`config.mk`:
```
export PLATFORM = sky130hd
export DESIGN_NAME = fifo_rr_scheduler
export DESIGN_NICKNAME = d
export VERILOG_FILES = /design/src/rtl/fifo_rr_scheduler_pkg.sv /design/src/rtl/fifo_rr_scheduler_rr_arbiter.sv /design/src/rtl/fifo_rr_scheduler.sv
export SDC_FILE = /design/constraint.sdc
export NUM_CORES = 1
export LEC_CHECK = 0
export CORE_MARGIN = 3
export CORE_UTILIZATION = 49
export DETAILED_ROUTE_END_ITERATION = 8
export HOLD_SLACK_MARGIN = 0.06
export PLACE_DENSITY_LB_ADDON = 0.25
export SLEW_MARGIN = 5
export SYNTH_ARGS = -nofsm -noshare
export SYNTH_HDL_FRONTEND = slang
export SYNTH_HIERARCHICAL = 1
export SYNTH_SLANG_ARGS = --single-unit
```
`constraint.sdc`:
```
create_clock -name clk_i -period 4.2 [get_ports clk_i]
set_clock_uncertainty 0.05 [all_clocks]
set_input_delay 0.42 -clock clk_i [delete_from_list [all_inputs] [get_ports clk_i]]
set_output_delay 0.42 -clock clk_i [all_outputs]
set_load 0.02 [all_outputs]
```
`src/rtl/fifo_rr_scheduler_pkg.sv`:
```
// Shared types and helpers for the round-robin FIFO read scheduler.
// Holds the scheduler state encoding, the output buffer depth and the
// width helper used to size counters and channel indices.
package fifo_rr_scheduler_pkg;

    // Scheduler FSM states; IDLE must stay encoded as zero so that a cleared
    // state register reads as idle on debug taps.
    typedef enum logic [1:0] {
        IDLE  = 2'd0,
        ARB   = 2'd1,
        BURST = 2'd2
    } sched_state_t;

    // Output skid buffer depth; two entries cover the one-cycle FIFO read
    // latency while still allowing one word per cycle throughput.
    localparam int SCHED_BUF_DEPTH = 2;

    // Number of bits needed to index 'value' distinct items (minimum 1).
    function automatic int clogb2_f(input int value);
        int v;
        int res;
        v   = value - 1;
        res = 0;
        while (v > 0) begin
            res = res + 1;
            v   = v >> 1;
        end
        if (res == 0) begin
            res = 1;
        end
        return res;
    endfunction

endpackage

```
`src/rtl/fifo_rr_scheduler_rr_arbiter.sv`:
```
// Combinational rotate-priority arbiter.
// Searches the request vector starting one past ptr_i (wrapping N-1 -> 0
// with an explicit compare so N need not be a power of two) and returns the
// first requester as a one-hot grant, its index, and an any-request flag.
// The pointer register itself lives in the caller.
module rr_arbiter
    import fifo_rr_scheduler_pkg::*;
#(
    parameter int N  = 4,
    parameter int CW = clogb2_f(N)
) (
    input  logic [N-1:0]  req_i,
    input  logic [CW-1:0] ptr_i,
    output logic [N-1:0]  grant_o,
    output logic [CW-1:0] idx_o,
    output logic          any_o
);

    logic [CW-1:0] cand;

    // Walk the channels in rotated order and keep the first requester found.
    always_comb begin
        grant_o = '0;
        idx_o   = '0;
        any_o   = 1'b0;
        cand    = ptr_i;
        for (int i = 0; i < N; i++) begin
            if (cand == CW'(N - 1)) begin
                cand = '0;
            end else begin
                cand = cand + CW'(1);
            end
            if (!any_o && req_i[cand]) begin
                any_o         = 1'b1;
                idx_o         = cand;
                grant_o[cand] = 1'b1;
            end
        end
    end

endmodule

```
`src/rtl/fifo_rr_scheduler.sv`:
```
// Round-robin read scheduler draining N show-ahead-off FIFOs (1-cycle read
// latency) into a single valid/ready stream tagged with the source channel.
//
// Handshake: a word transfers on a clock edge where valid_o && ready_i are
// both high; once valid_o rises, data_o and ch_o hold steady until that
// transfer happens, and valid_o never drops without a transfer.
//
// Read requests are only raised towards a FIFO that reports non-empty in the
// same cycle, and only when the 2-entry output buffer is guaranteed room for
// the word once it returns, so no FIFO underflows and no word is dropped.
//
// Optional build macro: FIFO_SCHED_STATS_EN adds words_cnt_o, a per-channel
// 32-bit count of words popped on the output stream.
module fifo_rr_scheduler
    import fifo_rr_scheduler_pkg::*;
#(
    parameter int N         = 4,
    parameter int DW        = 32,
    parameter int MAX_BURST = 16,
    parameter int BW        = clogb2_f(MAX_BURST + 1),
    parameter int CW        = clogb2_f(N)
) (
    input  logic            clk_i,
    input  logic            arst_i,
    input  logic            en_i,
    input  logic [BW-1:0]   burst_len_i,
    input  logic [N-1:0]    fifo_empty_i,
    input  logic [N*DW-1:0] fifo_data_i,
    output logic [N-1:0]    fifo_req_o,
    output logic            valid_o,
    output logic [DW-1:0]   data_o,
    output logic [CW-1:0]   ch_o,
    input  logic            ready_i,
    output logic [N-1:0]    grant_o,
    output logic            busy_o,
`ifdef FIFO_SCHED_STATS_EN
    output logic [N*32-1:0] words_cnt_o,
`endif
    output sched_state_t    state_o
);

    sched_state_t  state;
    logic [CW-1:0] ptr;
    logic [CW-1:0] g_idx;
    logic [BW-1:0] cnt;
    logic [BW-1:0] burst_clamped;

    logic [N-1:0]  arb_grant;
    logic [CW-1:0] arb_idx;
    logic          arb_any;

    logic          inflight;
    logic [CW-1:0] inflight_ch;
    logic [CW+DW-1:0] buf_mem [SCHED_BUF_DEPTH];
    logic          buf_rd;
    logic          buf_wr;
    logic [1:0]    occ;

    logic          issue;
    logic          push;
    logic          pop;
    logic          credit_ok;
    logic [2:0]    credit_sum;

    rr_arbiter #(
        .N  (N),
        .CW (CW)
    ) u_arb (
        .req_i   (~fifo_empty_i),
        .ptr_i   (ptr),
        .grant_o (arb_grant),
        .idx_o   (arb_idx),
        .any_o   (arb_any)
    );

    // Burst length of zero means one word; anything above MAX_BURST saturates.
    always_comb begin
        if (burst_len_i == '0) begin
            burst_clamped = BW'(1);
        end else if (burst_len_i > BW'(MAX_BURST)) begin
            burst_clamped = BW'(MAX_BURST);
        end else begin
            burst_clamped = burst_len_i;
        end
    end

    // Credit check counts buffered words plus the one returning from the FIFO,
    // minus a word leaving this cycle; a new read needs a free slot after that.
    always_comb begin
        credit_sum = {1'b0, occ} + {2'b0, inflight} - {2'b0, pop};
        credit_ok  = (credit_sum < 3'd2);
        issue      = (state == BURST) && en_i && !fifo_empty_i[g_idx] &&
                     (cnt != '0) && credit_ok;
        fifo_req_o = issue ? grant_o : '0;
    end

    assign push    = inflight;
    assign valid_o = (occ != 2'd0);
    assign pop     = valid_o && ready_i;
    assign {ch_o, data_o} = buf_mem[buf_rd];
    assign busy_o  = (state != IDLE) || inflight || valid_o;
    assign state_o = state;

    // Scheduler FSM: pick a channel, then issue reads until the burst budget,
    // the channel's data or the enable runs out.
    always_ff @(posedge clk_i or posedge arst_i) begin
        if (arst_i) begin
            state   <= IDLE;
            ptr     <= CW'(N - 1);
            g_idx   <= '0;
            cnt     <= '0;
            grant_o <= '0;
        end else begin
            case (state)
                IDLE: begin
                    if (en_i && arb_any) begin
                        state <= ARB;
                    end
                end
                ARB: begin
                    if (en_i && arb_any) begin
                        g_idx   <= arb_idx;
                        ptr     <= arb_idx;
                        cnt     <= burst_clamped;
                        grant_o <= arb_grant;
                        state   <= BURST;
                    end else begin
                        state <= IDLE;
                    end
                end
                BURST: begin
                    if (issue) begin
                        cnt <= cnt - BW'(1);
                    end
                    if ((issue && (cnt == BW'(1))) ||
                        (!issue && fifo_empty_i[g_idx]) || !en_i) begin
                        grant_o <= '0;
                        state   <= (en_i && arb_any) ? ARB : IDLE;
                    end
                end
                default: begin
                    state   <= IDLE;
                    grant_o <= '0;
                end
            endcase
        end
    end

    // Capture returning FIFO data one cycle after the read, tagged with the
    // channel latched at read time, into the 2-entry output buffer.
    always_ff @(posedge clk_i or posedge arst_i) begin
        if (arst_i) begin
            inflight    <= 1'b0;
            inflight_ch <= '0;
            buf_rd      <= 1'b0;
            buf_wr      <= 1'b0;
            occ         <= 2'd0;
            for (int i = 0; i < SCHED_BUF_DEPTH; i++) begin
                buf_mem[i] <= '0;
            end
        end else begin
            inflight <= issue;
            if (issue) begin
                inflight_ch <= g_idx;
            end
            if (push) begin
                buf_mem[buf_wr] <= {inflight_ch, fifo_data_i[inflight_ch*DW +: DW]};
                buf_wr          <= ~buf_wr;
            end
            if (pop) begin
                buf_rd <= ~buf_rd;
            end
            occ <= occ + {1'b0, push} - {1'b0, pop};
        end
    end

`ifdef FIFO_SCHED_STATS_EN
    logic [31:0] words_cnt [N];

    // Per-channel popped-word counters, free-running with natural wrap.
    always_ff @(posedge clk_i or posedge arst_i) begin
        if (arst_i) begin
            for (int i = 0; i < N; i++) begin
                words_cnt[i] <= '0;
            end
        end else if (pop) begin
            words_cnt[ch_o] <= words_cnt[ch_o] + 32'd1;
        end
    end

    // Flatten the counters onto the output bus, channel k at [k*32 +: 32].
    always_comb begin
        words_cnt_o = '0;
        for (int i = 0; i < N; i++) begin
            words_cnt_o[i*32 +: 32] = words_cnt[i];
        end
    end
`endif

endmodule

```
==> impl_metrics.json <==
{
  "ys_ff_latch": 90,
  "crit_path_start_kind": "flip-flop",
  "grt_pass1_vias": 4134,
  "cts.sinks": 90,
  "utilization_pct": 71.6,
  "io_pins": 187,
  "synth_cells": 396,
  "worstSetupPathType": "reg2out",
  "fin_nets": 724,
  "rsz0062_at_grt": "false",
  "gr-total-overflow": 0,
  "fp.dieW_um": 110,
  "ctsRootBufferMaster": "clkbuf_8",
  "leakagePower_uw": 0.00308,
  "cap_violations": 0,
  "clock.fmax_mhz": 257,
  "grt_pass1_wl_mm": 20.6,
  "core_um2": 10400,
  "dp_cells": 695,
  "finalWorstSetupSlack_ns": 0.304,
  "cp_data_required_time_ns": 3.73,
  "clk_pin_slew_ns": 0.10,
  "initial_core_util_pct": 50.8,
  "yosysSeqAreaShare_pct": 42.8,
  "worst_slew_pin_slew_ns": 1.09,
  "antenna_left": 0,
  "yosys_warnings": 6,
  "cts_inserted_buffers": 9,
  "wl_per_cell_um": 19.1,
  "final_cells": 711,
  "synth_cell_types": 50,
  "drive_gt1_share_pct": 30.8,
  "syn_avg_cell_area_um2": 13.3,
  "powerDensity_nw_per_um2": 536,
  "fin_crit_ns": 3.90,
  "grt_max_degree": 59,
  "syn_to_final_growth_pct": 40.9,
  "die-area_um2": 12000,
  "cts_tree": "done",
  "postSynth.asyncResetShare_pct": 100,
  "cts_max_path_buffers": 2,
  "hold_buffers": 0,
  "post_cts_buffers": 0,
  "numPortBuffers": 186,
  "slew-limit-headroom_pct": 27.4,
  "h-tree-depth": 3,
  "postCtsResizedCells": 0,
  "arrival_ns": 3.43,
  "synth_edf_count": 0,
  "period_share_pct": 92.8,
  "diodes": 0,
  "cp_max_fo": 7,
  "dpl.hpwl_mm": 10.2,
  "synth_fp_nets": 550,
  "irDropWorstVdd_mv": 0.388,
  "num_rows": 37,
  "slew_violations": 0,
  "ys.flop_type": "dfrtp_1",
  "pre_cts_ws_ns": 0.468,
  "antenna_found_initial": 0,
  "setup_violations": 0,
  "die_h_um": 110,
  "hp-class": "in2async",
  "tns_ns": 0,
  "vias_per_cell": 5.68,
  "gp_congestion": 0.885,
  "clkLatencyLatePin_ns": 0.35,
  "end_kind": "output pin",
  "syn-cell-area_um2": 5270,
  "drt-total-wl_mm": 13.6,
  "drtIter0Drc": 173,
  "drc": 0,
  "grt_use_total_pct": 22.1,
  "vias": 4042,
  "status": "finished, final reports clean",
  "first_pass_iters": 4,
  "hold_violations": 0
}
==> routing by layer <==
metal | part of all wire (%) | vias up | GRT usage [%]
li1 | - | 1831 | -
met1 | 37 | 2061 | 25.3
met2 | 52 | 137 | 40.1
met3 | 9.0 | 13 | 6.69
met4 | 1.1 | 0 | 5.61
met5 | 0 | - | 0
==> cell usage after synthesis, drive strengths merged (2+ instances only) <==
cell	count	area [um^2]
and2	2	12.5
xor2	2	17.5
or2	2	12.5
a22o	4	35.0
ha	12	150
inv	19	71.3
o221ai	3	26.3
nor2	7	31.3
dfstp	2	52.6
o21ai	8	40.0
nand2	20	75.1
or4	2	15.0
mux2	105	1190
nand3	3	15.0
or3	3	18.8
o22ai	2	18.8
clkbuf	12	45.0
nor2b	7	43.8
nand2b	4	25.0
nor3	4	20.0
a21oi	9	45.0
a222oi	4	40.0
dfrtp	88	2200
buf	13	65.1
and3	6	42.5
o2bb2ai	2	17.5
mux4	35	788
a22oi	2	15.0
==> report_power, final <==
group / switching (uW) / leakage, uW / internal [uW]
logic: 839 / 0.00184 / 1110
clock network: 317 / 0.0000990 / 284
registers: 296 / 0.00113 / 1130
==> placed cells by master (no fill, tap or decap), types with 3 or more instances in the layout <==
cell             netlist  layout
a22o_1                 4       4
mux4_2                35      35
nand3_1                3       3
dfrtp_1               88      85
o221ai_1               3       3
and3_2                 4       4
inv_1                 19      18
nor2b_1                7       6
o21ai_0                5       5
clkdlybuf4s50_1        0     186
a222oi_1               4       4
a21oi_1                9       9
or3_1                  3       3
mux2_2               103     103
nor2_1                 5       5
clkbuf_8               0       9
ha_1                  12      12
nand2_1               20      19
nand2b_1               4       4
dfrtp_2                0       3
nor3_1                 4       4
o21ai_1                3       3
==> critical path: stages (launching register included) <==
cell	delay [ns]
dfrtp_1	0.41
inv_1	0.11
nand2_1	0.09
and2_1	0.19
ha_1	0.28
inv_1	0.04
ha_1	0.18
fa_1	0.38
xnor2_1	0.18
a211oi_2	0.39
and3_2	0.25
clkdlybuf4s50_1	0.60
==> layout make-up <==
type / count / area, um^2
timing repair buffer: 188 / 1880
clock buffer: 10 / 128
fill: 753 / 2950
multi-input combinational: 262 / 2840
clock inverter: 6 / 75.1
tap: 136 / 170
inverter: 19 / 72.6
sequential: 90 / 2260
==> logic make-up (layout without fill, tap and decap cells) <==
group | Yosys count | in the layout | share of synthesized area, %
buf+inv | 44 | 223 | 3.44
compound gates | 42 | 42 | 5.86
xor+xnor | 3 | 3 | 0.499
fa+ha+maj | 13 | 13 | 3.23
flops | 90 | 90 | 42.8
simple gates | 63 | 63 | 6.46
mux | 141 | 141 | 37.7
==> final timing paths <==
path,slack [ns],end,start,cells past startpoint
worst min-delay path,0.39,buf_mem[40],arst_i,2
worst max-delay path,0.30,fifo_req_o[2],occ[1],11
min in group clk_i,0.46,buf_mem[11],buf_mem[11],1
worst max register to register,1.10,inflight_ch[1],occ[1],11
worst min register to register,0.46,buf_mem[11],buf_mem[11],1
max in group asynchronous,2.54,inflight_ch[0],arst_i,3
==> through the flow <==
step                instance area (um^2)  power (uW)  hold WS (ns)
CTS                                 7420        4010         0.400
global route                        7420        4210         0.432
finish                              7420        3980         0.386
floorplan                           5270        2620         0.411
detailed placement                  7220        3400         0.439
global placement                    7220        3350         0.431
==> registers in the layout, summed over array words and instances, names as in the netlist, 2 cells and up <==
signal       flops
grant_o          4
inflight_ch      2
g_idx            2
ptr              2
occ              2
cnt              5
state_o          2
buf_mem         68
(Power assumes the default switching activity.)
